File: src/rtl/audio_pkg.sv
// Shared constants and types for the audio capture/playback SRAM path.
// Lane 3 holds the earliest sample of a word; the playback decoder relies on the same order.
package audio_pkg;

  localparam int unsigned SAMPLE_W       = 8;
  localparam int unsigned WORD_W         = 32;
  localparam int unsigned BYTES_PER_WORD = 4;
  localparam int unsigned LANE_W         = 2;

  localparam logic [LANE_W-1:0] FIRST_LANE = LANE_W'(BYTES_PER_WORD - 1);

  typedef enum logic [1:0] {
    IDLE,
    FILL,
    WRITE,
    DONE
  } packer_state_t;

  function automatic logic [4:0] lane_lsb(input logic [LANE_W-1:0] lane);
    return {lane, 3'b000};
  endfunction

  function automatic logic [WORD_W-1:0] pad_word(input logic [SAMPLE_W-1:0] pad);
    return {BYTES_PER_WORD{pad}};
  endfunction

endpackage

File: src/rtl/audio_sram_packer.sv
// Packs 8-bit capture samples four per 32-bit word and writes them to sequential SRAM words.
// Capture ends on stop (partial word flushed with pad bytes) or after the last SRAM word.
module audio_sram_packer
  import audio_pkg::*;
#(
  parameter int unsigned ADDR_W   = 15,
  parameter int unsigned DEPTH    = 32768,
  parameter logic [7:0]  PAD_BYTE = 8'h00
) (
  input  logic                clk,
  input  logic                rst,
  input  logic                start,
  input  logic                stop,
  input  logic [SAMPLE_W-1:0] sample_in,
  input  logic                sample_valid,
  output logic                sample_ready,
  output logic [ADDR_W-1:0]   sram_addrb,
  output logic [WORD_W-1:0]   sram_dinb,
  output logic                sram_enb,
  output logic                sram_web,
  output logic                busy,
  output logic                done,
  output logic [ADDR_W:0]     word_count
);

  localparam int unsigned CNT_W = ADDR_W + 1;
  localparam logic [ADDR_W-1:0] LAST_ADDR = ADDR_W'(DEPTH - 1);

  packer_state_t       state;
  logic [LANE_W-1:0]   idx;
  logic [WORD_W-1:0]   word;
  logic [ADDR_W-1:0]   addr;
  logic                flush_pending;
  logic                enb_q;

  logic accept_c;
  logic held_c;
  logic last_addr_c;

  assign accept_c    = sample_valid && sample_ready;
  assign held_c      = accept_c || (idx != FIRST_LANE);
  assign last_addr_c = (addr == LAST_ADDR);

  // A reset arriving during the write cycle suppresses that cycle's strobe.
  assign sram_enb   = enb_q && !rst;
  assign sram_web   = enb_q && !rst;
  assign sram_addrb = addr;
  assign sram_dinb  = word;

  always_ff @(posedge clk) begin
    if (rst) begin
      state         <= IDLE;
      idx           <= FIRST_LANE;
      word          <= '0;
      addr          <= '0;
      flush_pending <= 1'b0;
      enb_q         <= 1'b0;
      sample_ready  <= 1'b0;
      busy          <= 1'b0;
      done          <= 1'b0;
      word_count    <= '0;
    end else begin
      enb_q <= 1'b0;
      case (state)
        IDLE, DONE: begin
          if (start) begin
            state         <= FILL;
            addr          <= '0;
            word_count    <= '0;
            word          <= pad_word(PAD_BYTE);
            idx           <= FIRST_LANE;
            flush_pending <= 1'b0;
            done          <= 1'b0;
            busy          <= 1'b1;
            sample_ready  <= 1'b1;
          end
        end

        FILL: begin
          if (accept_c) begin
            word[lane_lsb(idx) +: SAMPLE_W] <= sample_in;
            if (idx != '0) begin
              idx <= idx - LANE_W'(1);
            end
          end
          // The same-cycle byte is kept before deciding whether a flush write is needed.
          if (stop) begin
            if (held_c) begin
              flush_pending <= 1'b1;
              state         <= WRITE;
              sample_ready  <= 1'b0;
              enb_q         <= 1'b1;
            end else begin
              state        <= DONE;
              sample_ready <= 1'b0;
              busy         <= 1'b0;
              done         <= 1'b1;
            end
          end else if (accept_c && (idx == '0)) begin
            state        <= WRITE;
            sample_ready <= 1'b0;
            enb_q        <= 1'b1;
          end
        end

        WRITE: begin
          word_count <= word_count + CNT_W'(1);
          if (stop || flush_pending || last_addr_c) begin
            state <= DONE;
            busy  <= 1'b0;
            done  <= 1'b1;
          end else begin
            state        <= FILL;
            addr         <= addr + ADDR_W'(1);
            idx          <= FIRST_LANE;
            word         <= pad_word(PAD_BYTE);
            sample_ready <= 1'b1;
          end
        end

        default: begin
          state        <= IDLE;
          sample_ready <= 1'b0;
          busy         <= 1'b0;
        end
      endcase
    end
  end

endmodule

File: config.mk
export PLATFORM = sky130hd
export DESIGN_NAME = audio_sram_packer
export DESIGN_NICKNAME = d
export VERILOG_FILES = /design/src/rtl/audio_pkg.sv /design/src/rtl/audio_sram_packer.sv
export SDC_FILE = /design/constraint.sdc
export NUM_CORES = 1
export LEC_CHECK = 0
export CORE_MARGIN = 4
export CORE_UTILIZATION = 50
export DETAILED_ROUTE_END_ITERATION = 6
export PLACE_DENSITY_LB_ADDON = 0.2
export RECOVER_POWER = 50
export SYNTH_ARGS = -nofsm -noshare
export SYNTH_HDL_FRONTEND = slang
export SYNTH_SLANG_ARGS = --single-unit
File: constraint.sdc
create_clock -name clk -period 2.25 [get_ports clk]
set_clock_uncertainty 0.05 [all_clocks]
set_input_delay 0.45 -clock clk [delete_from_list [all_inputs] [get_ports clk]]
set_output_delay 0.45 -clock clk [all_outputs]
set_load 0.03 [all_outputs]
==> summary.txt <==
STA
  – Slew @ Worst Pin: 0.483 ns
  – Fmax: 475 MHz
  – Max-slew headroom: 0.678
  – Minimum clock period after layout: 2.10 ns
  – Hold slack final: 0.425 ns
  – Slew Viols, Final: 0
  – RSZ-0062 raised after global routing: false
  – Fin worst setup slack: 0.146 ns
  – Setup violations, final: 0
  – Hold Fails Final Rpt: 0
  – Total negative slack: 0 ns
  – Fin crit share: 0.935

Route
  – Initial DRT Pass Iterations: 4
  – Initial drt markers: 157
  – Residual DRC count: 0
  – Vias per cell: 5.33
  – Routed Antenna Nets: 0
  – Final wirelength: 8440 um
  – WL/cell: 14.5 um
  – DR vias: 3105

CTS
  – Clock Pin Slew Worst Setup and Hold Paths: 0.08 ns
  – Postcts setup bufs: 0
  – Clock tree buffer depth: 2
  – CTS Hold Buffers Added: 0
  – CTS Buf Count: 9
  – Htree depth: 3
  – Clk_lat worst skew: 0.35 ns
  – CTS tree: built
  – Clock root buffer: clkbuf_8
  – Clock Sink Count: 72
  – Post-CTS Resized: 0

Worst setup path
  – CP bufs+invs: 2
  – Critical-path top delay cell: dfxtp_1
  – Crit. End Element: flop
  – Max Fanout on Critical Path: 7
  – Worst r2r dst: sample_ready$_SDFFE_PP0P_
  – Setup slack, reg-to-reg: 0.15 ns
  – Slowest Stage Delay on Critical Path: 0.36 ns
  – Critical Path Start Type: flop
  – Cells on worst reg2reg path: 8
  – CP top delay family: simple AND/OR/NAND/NOR gates
  – Kind of critical path: reg2reg
  – Reg2reg start: state[0]$_SDFFE_PP0P_
  – Worst path cell trace: inv_1, ha_1, nor2b_1, clkbuf_1, a31oi_1, nor3b_1, mux2i_1, nor2_1
  – WP data arrival: 2.29 ns
  – CP Data Required Time: 2.44 ns

Floorplanning
  – Initial Util: 0.515
  – Die Y: 91.7 um
  – Row cnt: 30
  – Core box area: 6790 um2
  – Die Width: 91.7 um
  – DIE AREA: 8410 um2
  – I/O Pins: 81

Power
  – Combinational share of power: 0.362
  – Cell leakage power: 2.05 nW
  – Pwr Density: 821 nW/um2
  – Peak VDD IR: 529 uV
  – Net switching fraction of the power: 0.353
  – Clk pwr share: 0.271
  – NetSw: 1.36 mW
  – Sequential share of power: 0.367
  – Total power: 3.86 mW
  – Int Pwr: 2.50 mW

Global route
  – Largest net degree at the start of global routing: 40
  – Global Route Usage Sum: 0.209
  – Grt ovf: 0
  – Vias in the first global route: 3042
  – First-pass GRT wire length: 14300 um
  – Antenna violations before repair: 0

Final layout
  – Final design utilization: 0.692
  – Synth-to-Final Area Change: 34.2%
  – Commonest non-fill, non-tap cell in the layout: dfxtp_1
  – # nets final: 504
  – Diode count: 0
  – Most frequent cells in the layout: dfxtp_1 (72), nor2_1 (63), dlygate4sd3_1 (52)
  – Layout cells sized above 1: 0.0945

Placement
  – DP HPWL: 6120 um
  – Port buffer count: 80
  – Pre-CTS worst setup slack: 0.0254 ns
  – RD Place Congestion: 0.897

Synthesis
  – YS warnings: 0
  – Flops & latches, synth: 72
  – Synth Area per Inst: 9.10 um2
  – Count of different cell masters after synthesis: 48
  – Post-Syn Area: 3500 um2
  – Sequential area share after synthesis: 0.412
  – Mapped Nets: 407
  – Mapped Cells: 385

Worst hold path
  – HP Class: reg2reg
  – Hold Crit Start: busy$_SDFFE_PP0P_
  – Worst hold endpoint: busy$_SDFFE_PP0P_
  – WHS Path Cells: 2

Status
  – Status: finished clean

Job
  – MaxCap Viol Count: 0
## logic make-up (layout without fill, tap and decap cells)
logic type	count (synthesis)	in the layout	share of synthesized area
simple gates	178	178	0.271
compound gates	45	45	0.0940
fa+ha+maj	9	9	0.0322
xor+xnor	25	25	0.0625
mux	30	30	0.0872
flops	72	72	0.412
buf+inv	26	128	0.0418
## synthesized netlist by cell type, drive strengths merged
| cell | number | share of area |
|---|---|---|
| nor4b | 2 | 0.0050 |
| mux2 | 1 | 0.0043 |
| a2111oi | 1 | 0.0025 |
| o21bai | 6 | 0.013 |
| a21o | 2 | 0.0043 |
| a21oi | 8 | 0.015 |
| ha | 9 | 0.032 |
| nor4 | 4 | 0.011 |
| inv | 7 | 0.0075 |
| and2 | 26 | 0.046 |
| or4 | 4 | 0.0086 |
| nand2b | 2 | 0.0036 |
| nor2b | 7 | 0.013 |
| buf | 11 | 0.026 |
| a41oi | 1 | 0.0025 |
| a211oi | 1 | 0.0021 |
| a32oi | 1 | 0.0025 |
| nand3b | 3 | 0.0064 |
| or2 | 1 | 0.0018 |
| nand4 | 12 | 0.025 |
| xor2 | 12 | 0.030 |
| nand2 | 17 | 0.018 |
| or3b | 1 | 0.0025 |
| and4 | 3 | 0.0075 |
| a31oi | 6 | 0.011 |
| nand3 | 13 | 0.019 |
| a211o | 1 | 0.0025 |
| or3 | 4 | 0.0071 |
| o21a | 1 | 0.0021 |
| clkbuf | 8 | 0.0086 |
| nor2 | 63 | 0.068 |
| and3b | 1 | 0.0025 |
| a22o | 8 | 0.020 |
| o21ai | 4 | 0.0057 |
| xnor2 | 13 | 0.033 |
| mux2i | 29 | 0.083 |
| and3 | 3 | 0.0054 |
| dfxtp | 72 | 0.41 |
| o22ai | 3 | 0.0054 |
| nor3b | 5 | 0.011 |
| a2111o | 1 | 0.0032 |
| a41o | 1 | 0.0029 |
| nor3 | 7 | 0.010 |
## sequential cells by signal (all words and copies together) (netlist names)
signal / count
state: 2
sram_dinb: 32
idx: 2
busy: 1
word_count: 16
done: 1
sample_ready: 1
sram_addrb: 15
flush_pending: 1
enb_q: 1
## power by group through the flow
stage	clock, mW	combinational [mW]	sequential [mW]
2_1_floorplan	0	0.950	1.54
3_3_place_gp	0	1.40	1.44
3_5_place_dp	0	1.42	1.45
4_1_cts	1.06	1.42	1.42
5_1_grt	1.13	1.51	1.43
6_report	1.05	1.39	1.42
## through the flow
| step | area [um2] | cells |
|---|---|---|
| after floorplan | 3500 | 385 |
| after global placement | 4510 | 567 |
| after detailed placement | 4510 | 567 |
| after CTS | 4710 | 583 |
| after global routing | 4700 | 583 |
| final | 4700 | 583 |
## area by class of cell
cell class                 instances  area, um2
fill                             576       2100
multi-input combinational        287       1910
sequential                        72       1440
timing repair buffer             105        995
clock buffer                       9        124
tap                               96        120
clock inverter                     7       77.6
inverter                           7       26.3
## worst reg2reg max path, delay by kind of cell, from the launching register on
family | cells | cell delay, ns
flops | 1 | 0.36
simple gates | 3 | 0.51
mux | 1 | 0.21
compound gates | 1 | 0.31
buf+inv | 2 | 0.25
fa+ha+maj | 1 | 0.31
## routing by layer
metal,vias to the layer above,global-route usage,share of wire
met1,1480,0.265,0.45
met5,-,0,0
met3,9,0.0500,0.052
li1,1538,-,-
met4,0,0.0965,0.012
met2,78,0.336,0.49
## worst max-delay path by stage
stage | from | to | cells after the start
floorplan | sram_addrb[0]$_SDFFE_PP0P_ | sram_dinb[20]$_SDFFE_PP0P_ | 7
global placement | stop | sram_addrb[10]$_SDFFE_PP0P_ | 8
detailed placement | start | word_count[8]$_SDFFE_PP0P_ | 6
CTS | state[0]$_SDFFE_PP0P_ | word_count[8]$_SDFFE_PP0P_ | 7
global route | idx[0]$_SDFFE_PP1P_ | sram_dinb[8]$_SDFFE_PP0P_ | 7
finish | state[0]$_SDFFE_PP0P_ | sample_ready$_SDFFE_PP0P_ | 8
(Power assumes the default switching activity.)
